===== src/rtl/fpu_pkg.sv =====
// fpu_pkg
// Shared definitions for the FPU slice: float32 field widths and bias, int32
// saturation limits, the float-to-int converter state and class encodings,
// and the packed float32 view that is also used by the add/sub unit.
package fpu_pkg;

    localparam int FP32_EXP_W  = 8;
    localparam int FP32_FRAC_W = 23;
    localparam int FP32_BIAS   = 127;

    localparam logic [31:0] INT32_MAX = 32'h7FFF_FFFF;
    localparam logic [31:0] INT32_MIN = 32'h8000_0000;

    typedef enum logic [1:0] {
        IDLE  = 2'd0,
        SHIFT = 2'd1,
        DONE  = 2'd2
    } f2i_state_t;

    // DIRECT: the result is known at accept time. ALIGN: the significand
    // must be walked through the one-bit-per-cycle shifter.
    typedef enum logic {
        CLS_DIRECT = 1'b0,
        CLS_ALIGN  = 1'b1
    } f2i_class_t;

    typedef enum logic {
        DIR_RIGHT = 1'b0,
        DIR_LEFT  = 1'b1
    } f2i_dir_t;

    typedef struct packed {
        logic                   sign;
        logic [FP32_EXP_W-1:0]  exp;
        logic [FP32_FRAC_W-1:0] frac;
    } fp32_t;

endpackage


===== src/rtl/fpu_f2i_classify.sv =====
// fpu_f2i_classify
// Combinational operand classifier for the float32 -> int32 converter.
// Ports:
//   i_op        float32 operand
//   o_class     CLS_DIRECT (result below is final) or CLS_ALIGN (needs shifting)
//   o_result    final int32 result for CLS_DIRECT operands
//   o_invalid   NaN / Inf operand
//   o_overflow  finite operand outside int32 range
//   o_inexact   nonzero fraction discarded (zero/denormal/|x|<1 cases)
//   o_dir       alignment direction for CLS_ALIGN
//   o_cnt       alignment shift count |e - 23| for CLS_ALIGN (0..23)
module fpu_f2i_classify
    import fpu_pkg::*;
(
    input  fp32_t       i_op,
    output f2i_class_t  o_class,
    output logic [31:0] o_result,
    output logic        o_invalid,
    output logic        o_overflow,
    output logic        o_inexact,
    output f2i_dir_t    o_dir,
    output logic [4:0]  o_cnt
);

    localparam logic [7:0] EXP_MAX    = 8'hFF;
    localparam logic [7:0] EXP_ONE    = 8'(FP32_BIAS);                // e = 0
    localparam logic [7:0] EXP_POINT  = 8'(FP32_BIAS + FP32_FRAC_W);  // e = 23
    localparam logic [7:0] EXP_OVF    = 8'(FP32_BIAS + 31);           // e = 31
    // Low five bits of EXP_POINT; the shift counts are computed modulo 32
    // from exp[4:0], which is exact because both counts lie in 0..23.
    localparam logic [4:0] POINT_LSB5 = EXP_POINT[4:0];

    always_comb begin
        o_class    = CLS_DIRECT;
        o_result   = '0;
        o_invalid  = 1'b0;
        o_overflow = 1'b0;
        o_inexact  = 1'b0;
        o_dir      = DIR_RIGHT;
        o_cnt      = '0;

        if (i_op.exp == EXP_MAX) begin
            o_invalid = 1'b1;
            o_result  = i_op.sign ? INT32_MIN : INT32_MAX;
        end else if (i_op.exp == '0) begin
            o_inexact = |i_op.frac;
        end else if (i_op.exp < EXP_ONE) begin
            o_inexact = 1'b1;
        end else if (i_op.exp >= EXP_OVF) begin
            // -2^31 is the single e = 31 value that is representable.
            if (i_op.sign && i_op.exp == EXP_OVF && i_op.frac == '0) begin
                o_result = INT32_MIN;
            end else begin
                o_overflow = 1'b1;
                o_result   = i_op.sign ? INT32_MIN : INT32_MAX;
            end
        end else begin
            o_class = CLS_ALIGN;
            if (i_op.exp >= EXP_POINT) begin
                o_dir = DIR_LEFT;
                o_cnt = i_op.exp[4:0] - POINT_LSB5;
            end else begin
                o_dir = DIR_RIGHT;
                o_cnt = POINT_LSB5 - i_op.exp[4:0];
            end
        end
    end

endmodule


===== src/rtl/fpu_f2i_converter.sv =====
// fpu_f2i_converter
// Iterative float32 -> signed int32 converter, truncating toward zero.
// Special, zero and |x|<1 operands resolve at the accept edge; normal
// operands are aligned one bit per cycle in SHIFT.
// Ports:
//   clk, rst_n              clock, asynchronous active-low reset
//   in_valid/in_ready       operand handshake (ready only in IDLE)
//   in_data                 float32 operand, sampled only at accept
//   out_valid/out_ready     result handshake, result held until accepted
//   out_data                int32 result
//   invalid/overflow/inexact  result flags (mutually exclusive)
module fpu_f2i_converter
    import fpu_pkg::*;
(
    input  logic        clk,
    input  logic        rst_n,
    input  logic        in_valid,
    output logic        in_ready,
    input  logic [31:0] in_data,
    output logic        out_valid,
    input  logic        out_ready,
    output logic [31:0] out_data,
    output logic        invalid,
    output logic        overflow,
    output logic        inexact
);

    f2i_state_t  r_state;
    f2i_state_t  w_state_next;

    logic [31:0] r_acc;
    logic [4:0]  r_cnt;
    f2i_dir_t    r_dir;
    logic        r_sticky;
    logic        r_sign;

    logic [31:0] r_out_data;
    logic        r_invalid;
    logic        r_overflow;
    logic        r_inexact;

    fp32_t       w_op;
    f2i_class_t  w_class;
    logic [31:0] w_result;
    logic        w_invalid;
    logic        w_overflow;
    logic        w_inexact;
    f2i_dir_t    w_dir;
    logic [4:0]  w_cnt;
    logic        w_accept;

    assign w_op = in_data;

    fpu_f2i_classify u_classify (
        .i_op       (w_op),
        .o_class    (w_class),
        .o_result   (w_result),
        .o_invalid  (w_invalid),
        .o_overflow (w_overflow),
        .o_inexact  (w_inexact),
        .o_dir      (w_dir),
        .o_cnt      (w_cnt)
    );

    always_comb begin
        w_state_next = r_state;
        in_ready     = 1'b0;
        out_valid    = 1'b0;
        w_accept     = 1'b0;
        case (r_state)
            IDLE: begin
                in_ready = 1'b1;
                w_accept = in_valid;
                if (in_valid) begin
                    w_state_next = (w_class == CLS_ALIGN) ? SHIFT : DONE;
                end
            end
            SHIFT: begin
                if (r_cnt == '0) begin
                    w_state_next = DONE;
                end
            end
            DONE: begin
                out_valid = 1'b1;
                if (out_ready) begin
                    w_state_next = IDLE;
                end
            end
            default: w_state_next = IDLE;
        endcase
    end

    always_ff @(posedge clk or negedge rst_n) begin
        if (!rst_n) begin
            r_state <= IDLE;
        end else begin
            r_state <= w_state_next;
        end
    end

    always_ff @(posedge clk or negedge rst_n) begin
        if (!rst_n) begin
            r_acc      <= '0;
            r_cnt      <= '0;
            r_dir      <= DIR_RIGHT;
            r_sticky   <= 1'b0;
            r_sign     <= 1'b0;
            r_out_data <= '0;
            r_invalid  <= 1'b0;
            r_overflow <= 1'b0;
            r_inexact  <= 1'b0;
        end else if (w_accept) begin
            r_sign   <= w_op.sign;
            r_acc    <= {8'b0, 1'b1, w_op.frac};
            r_cnt    <= w_cnt;
            r_dir    <= w_dir;
            r_sticky <= 1'b0;
            // Direct classes publish their result now; aligned ones clear
            // the outputs and fill them in when the shifter finishes.
            r_out_data <= w_result;
            r_invalid  <= w_invalid;
            r_overflow <= w_overflow;
            r_inexact  <= w_inexact;
        end else if (r_state == SHIFT) begin
            if (r_cnt != '0) begin
                r_cnt <= r_cnt - 5'd1;
                if (r_dir == DIR_LEFT) begin
                    r_acc <= {r_acc[30:0], 1'b0};
                end else begin
                    r_sticky <= r_sticky | r_acc[0];
                    r_acc    <= {1'b0, r_acc[31:1]};
                end
            end else begin
                r_out_data <= r_sign ? (~r_acc + 32'd1) : r_acc;
                r_inexact  <= r_sticky;
            end
        end
    end

    assign out_data = r_out_data;
    assign invalid  = r_invalid;
    assign overflow = r_overflow;
    assign inexact  = r_inexact;

endmodule

===== config.mk =====
export PLATFORM = sky130hd
export DESIGN_NAME = fpu_f2i_converter
export DESIGN_NICKNAME = d
export VERILOG_FILES = /design/src/rtl/fpu_pkg.sv /design/src/rtl/fpu_f2i_classify.sv /design/src/rtl/fpu_f2i_converter.sv
export SDC_FILE = /design/constraint.sdc
export NUM_CORES = 1
export LEC_CHECK = 0
export CAP_MARGIN = 20
export CORE_MARGIN = 8
export CORE_UTILIZATION = 35
export CTS_BUF_LIST = sky130_fd_sc_hd__clkbuf_4 sky130_fd_sc_hd__clkbuf_8
export DETAILED_ROUTE_END_ITERATION = 8
export GPL_TIMING_DRIVEN = 0
export PLACE_DENSITY = 0.64
export SYNTH_ARGS = -nofsm -noshare
export SYNTH_HDL_FRONTEND = slang
export SYNTH_HIERARCHICAL = 1
export SYNTH_SLANG_ARGS = --single-unit

===== constraint.sdc =====
create_clock -name clk -period 2.3 [get_ports clk]
set_clock_uncertainty 0.05 [all_clocks]
set_input_delay 0.345 -clock clk [delete_from_list [all_inputs] [get_ports clk]]
set_output_delay 0.345 -clock clk [all_outputs]
set_load 0.05 [all_outputs]

-- Word-level counts from Yosys, hierarchy flattened
Cells that the tools add are included.
W data, S select, Z words.
- add/subtract/negate cells: 4
- $lt $le $gt $ge: 3
- equal/unequal tests: 9
- muxes and demuxes: 55
- bitwise gates (word level): 2
- reduce and logical (&&, ||, !) cells: 14
- operator list (operator ; count):
    $mux W32 ; 14
    $mux W5 ; 8
    $add A32 B1 Y32 const B ; 1
    $not A32 Y32 ; 1
    $mux W1 ; 28
    $logic_not A23 Y1 ; 1
    $reduce_or A23 Y1 ; 1
    $eq A8 B8 Y1 const B ; 2
    $ge A8 B8 Y1 const B ; 2
    $logic_not A8 Y1 ; 1
    $lt A8 B7 Y1 const B ; 1
    $mux W2 ; 4
    $ne A2 B2 Y1 const B ; 4
    $pmux W2 S3 ; 1
    $reduce_and A3 Y1 ; 2
    $logic_not A5 Y1 ; 1
    $reduce_bool A5 Y1 ; 1
    $sub A5 B1 Y5 const B ; 1
    $sub A5 B5 Y5 const A ; 1
    $sub A5 B5 Y5 const B ; 1
    $reduce_and A2 Y1 ; 2
    $reduce_bool A2 Y1 ; 2
    $eq A2 B1 Y1 const B ; 1
    $eq A2 B2 Y1 const B ; 1
    4 further kinds ; 5
- register bits after elaboration: 77
- bits of input ports: 36
- output and inout port bits: 37
- word-level logic and storage cells: 97

-- Longest topological paths before layout
- depth after elaboration: 9
- depth in mapped cells: 10
- mapped depth without buffers: 9

-- Hierarchy
Netlist, hierarchy kept.
- by module, submodules not included (module ; instances ; cells each ; area an instance (sq um) ; seq. area each (sq um)):
    fpu_f2i_converter ; 1 ; 551 ; 4712.0 ; 1926.8
    fpu_f2i_classify ; 1 ; 94 ; 656.9 ; 0.0

-- Least setup slack after synthesis
No wires, ideal clock.
- kind: input port to flip-flop
- from: input in_data[23]
- to: register r_out_data[17] (netlist: out_data[17])
- setup time: 94 ps
- arrival: 2436 ps
- required time: 2156 ps
- path slack: -280 ps
- stages on the path: 9
- path buffers: 1
- cell sequence: inv_1 -> ha_1 -> nor2_1 -> o21ai_0 -> nand2_1 -> nor2_1 -> buf_4 -> o22ai_1 -> a211oi_1
- cells in the longest elaborated chain, start to end: 9
- elaborated cells between the ends (all ways): 13
- those cells by class: order compare: 2; eq/ne: 2; mux: 6; reduce/logical: 3
- ends and longest elaborated chain (what ; line ; text):
    from (decl) ; fpu_f2i_converter.sv:19 ; input logic [31:0] in_data,
    parallel branches: the longest is 7 deep, another holds $ge A8 B8 Y1 ; n/a ;
    $mux W32 (*) ; fpu_f2i_classify.sv:42 ; if (i_op.exp == EXP_MAX) begin
    net w_result[17] ; fpu_f2i_converter.sv:44 ; logic [31:0] w_result;
    $mux W32 (*) ; fpu_f2i_converter.sv:112 ; end else if (w_accept) begin
    to (signal assigned) ; fpu_f2i_converter.sv:120 ; r_out_data <= w_result;
    to (signal assigned) ; fpu_f2i_converter.sv:134 ; r_out_data <= r_sign ? (~r_acc + 32'd1) : r_acc;
    to (decl) ; fpu_f2i_converter.sv:37 ; logic [31:0] r_out_data;
Mark *: on every way through the listed nets, which the timed path passes.
A chain may end at the register's enable or synchronous reset.

-- Final worst setup path
- from: register r_acc[0]
- to: register r_out_data[30] (netlist: out_data[30])
- cells in the longest elaborated chain, start to end: 6
- ends and longest elaborated chain (what ; line ; text):
    from (decl) ; fpu_f2i_converter.sv:31 ; logic [31:0] r_acc;
    from (signal assigned) ; fpu_f2i_converter.sv:114 ; r_acc <= {8'b0, 1'b1, w_op.frac};
    from (signal assigned) ; fpu_f2i_converter.sv:128 ; r_acc <= {r_acc[30:0], 1'b0};
    from (signal assigned) ; fpu_f2i_converter.sv:131 ; r_acc <= {1'b0, r_acc[31:1]};
    $not A32 Y32 ; fpu_f2i_converter.sv:134 ;
    $add A32 B1 Y32 ; fpu_f2i_converter.sv:134 ;
    $mux W32 ; fpu_f2i_converter.sv:134 ;
    $mux W32 ; fpu_f2i_converter.sv:125 ; if (r_cnt != '0) begin
    $mux W32 ; fpu_f2i_converter.sv:124 ; end else if (r_state == SHIFT) begin
    $mux W32 ; fpu_f2i_converter.sv:112 ;
Every way passes these cells. The select of a mux whose other input is x is not followed.

==> out/results.ini <==
[status]
status=finished, final reports clean

[clock_network]
clock_path_buffers=2
cts-root-buf=clkbuf_8
cts_sinks=77
insertion_delay_ns=0.37
htreeDepth=3
cts_tree=built
cts_buffers=9
clk_pin_slew_ns=0.09

[yosys]
postSynthCellCount=645
yosysWarningCount=6
yosysSeqAreaShare_pct=35.9
yosysMostFrequentCell=nand2_1
syn-num-nets=688
synth_area_leaders=dfrtp_1 36%, mux2i_1 7.6%, o21ai_0 7.5%, nand2_1 6.4%, buf_4 4.2%
async_flop_share_pct=100
synth-edff-count=0
synth_cell_type_count=66
synth_area_um2=5370
ys.flop_type=dfrtp_1
yosysTopAreaCellShare_pct=35.9
synthTopCellsByCount=91 x nand2_1, 80 x o21ai_0, 77 x dfrtp_1
synth_top_cell_by_area=dfrtp_1
syn_area_per_cell_um2=8.32
ys_ff_latch=77

[power_and_ir_drop]
p_seq_share_pct=28.1
combinationalPowerShare_pct=59.3
clkPwrFrac_pct=12.6
p_sw_mw=4.23
powerDensity_nw_per_um2=1260
p_int_mw=4.30
ir_worst_vdd_v=0.000623
p_total_mw=8.53
power.leakage_nw=2.79
switching_share_pct=49.6

[sta]
fin_crit_ns=2.23
fmax_mhz=448
slew_headroom_pct=43.3
fin_crit_sh_pct=97.1
rsz0062_at_grt=true
fin_setup_tns_ns=0
setup_violations=0
hold_viol=0
setup_slack_ns=0.0675
holdWs_ns=0.374
tightest_slew_ns=0.850
maxSlewViolCount=0

[finish]
stdcell_count=931
area_growth_pct=26.4
drive_above_1_share_pct=17.2
diodes=0
n_fill_cell=1516
fin_nets=781

[detailed_routing]
via_count=5105
avgRoutedWirePerCell_um=17.6
dr.pass1.iters=5
ant_nets=0
wl_mm=16.4
first_iter_violations=403
drc=0
viasPerCell=5.48

[global_routing]
grt_pass1_wl_mm=26.8
grt_max_degree=47
antenna_found_initial=0
grt_pass1_vias=4927
grt_overflow=0
gr-usage-all-layers_pct=16.9

[floorplanning]
die_h_um=140
fp.dieW_um=140
start_util_pct=35.6
io_pins=73
core_um2=15100
rows=45
dieArea_um2=19600

[critical_path]
critPathLaunchType=flip-flop
arrival_ns=2.43
crit_required_ns=2.50
worst_path_largest_cell_delay_ns=0.46
r2r-end=out_data[30]
r2r-start=r_acc[0]
slowest_stage=or4b_1
path_class=reg2reg
rrSetupSlack_ns=0.07
critPathCaptureType=flip-flop
reg2reg_depth=8
crit_fanout=7
crit_chain=inv_2, ha_4, or4b_1, buf_6, nor3b_4, and4bb_2, mux2i_1, o211ai_1

[placement]
place_congestion=0.861
dp_cells=906
dp_hpwl_mm=11.9
portBuffers=71
pre_cts_ws_ns=-0.555

[hold_path]
min_to=inexact
hold_start=in_data[30]
whs_path_depth=4
holdCritPathClass=in2reg

[flow_run]
maxCapViolCount=0

## registers in the layout, indices dropped and copies added (netlist names), 2 cells and up
register and count:
r_acc 32, out_data 32, r_cnt 5, r_state 2
## layout by cell type, fill, tap and decap left out, types with 5 or more instances in the layout
master,instances
and3_1,5
nor3_1,15
clkdlybuf4s50_1,66
buf_2,10
buf_4,41
mux2i_1,41
o21ai_0,79
a21oi_1,13
nand2b_1,5
xor2_1,11
or3_1,6
clkbuf_8,10
clkbuf_1,25
nand2_1,91
a22oi_1,14
nand3_1,16
inv_1,11
clkbuf_2,14
nor2_1,39
dfrtp_1,77
xnor2_1,7
nor4_1,14
o41ai_2,5
o211ai_1,12
a211oi_1,12
ha_1,5
## how the worst max path moves through the flow
| stage | slack [ns] | startpoint | depth (start not counted) | end |
|---|---|---|---|---|
| after global routing | -0.06 | r_state[1] | 7 | r_acc[15] |
| after detailed placement | -0.56 | in_data[28] | 10 | out_data[16] |
| after floorplan | 0.10 | in_data[23] | 9 | out_data[17] |
| final | 0.07 | r_acc[0] | 8 | out_data[30] |
| after CTS | 0.004 | r_cnt[0] | 7 | r_acc[5] |
| after global placement | -2.08 | rst_n | 1 | out_data[26] |
## routing by layer
layer	share of wire, %	vias up	global-route usage (%)
li1	-	2459	-
met1	46	2468	22.7
met2	46	151	26.5
met3	6.3	27	3.11
met4	1.8	0	6.17
met5	0	-	0
## kinds of logic (layout without fill, tap and decap cells)
logic type,Yosys count,in the layout,synth area share [%]
xor gates and xnor gates,18,18,2.94
buffers and inverters,102,200,9.86
muxes,43,43,8.06
adders and majority gates,7,7,1.63
DFF,77,77,35.9
and+or+nand+nor,232,232,21.9
AOI/OAI and AO/OA,166,166,19.7
## layout make-up
| cell class | instances | area (µm²) | area share (%) |
|---|---|---|---|
| multi-input combinational | 466 | 3030 | 44.7 |
| inverter | 15 | 56.3 | 0.830 |
| buffer | 86 | 499 | 7.36 |
| clock inverter | 5 | 50.0 | 0.737 |
| clock buffer | 11 | 145 | 2.14 |
| timing repair buffer | 83 | 843 | 12.4 |
| tap | 188 | 235 | 3.47 |
| sequential | 77 | 1930 | 28.4 |
## worst max-delay path, delay by kind of cell, from the launching register on
kind	cells	cell delay (ns)
compound gates	1	0.10
fa+ha+maj	1	0.17
buf+inv	2	0.27
flops	1	0.41
mux	1	0.19
simple gates	3	0.93
## stage by stage
step	cell area, µm²	util [%]
after floorplan	5370	-
after global placement	6320	41.9
after detailed placement	6370	42.2
after CTS	6640	44.0
after global routing	6790	45.0
final	6790	45.0
## repair_timing
action / in CTS / in global routing
buffers inserted: 3 / 6
resized for setup: 15 / 53
hold endpoints to repair: 31 / 0
pin swaps: 2 / 5
endpoints found under the setup margin: 52 / 70
hold buffers: 1 / 0
## power by group through the flow
stage | combinational, mW | clock [mW] | sequential (mW)
after floorplan | 2.50 | 0 | 3.17
after global placement | 4.74 | 0 | 2.42
after detailed placement | 4.77 | 0 | 2.42
after CTS | 4.89 | 1.08 | 2.39
after global routing | 5.48 | 1.14 | 2.47
final | 5.06 | 1.07 | 2.40
Note: power is estimated with default switching activity, not from simulation.
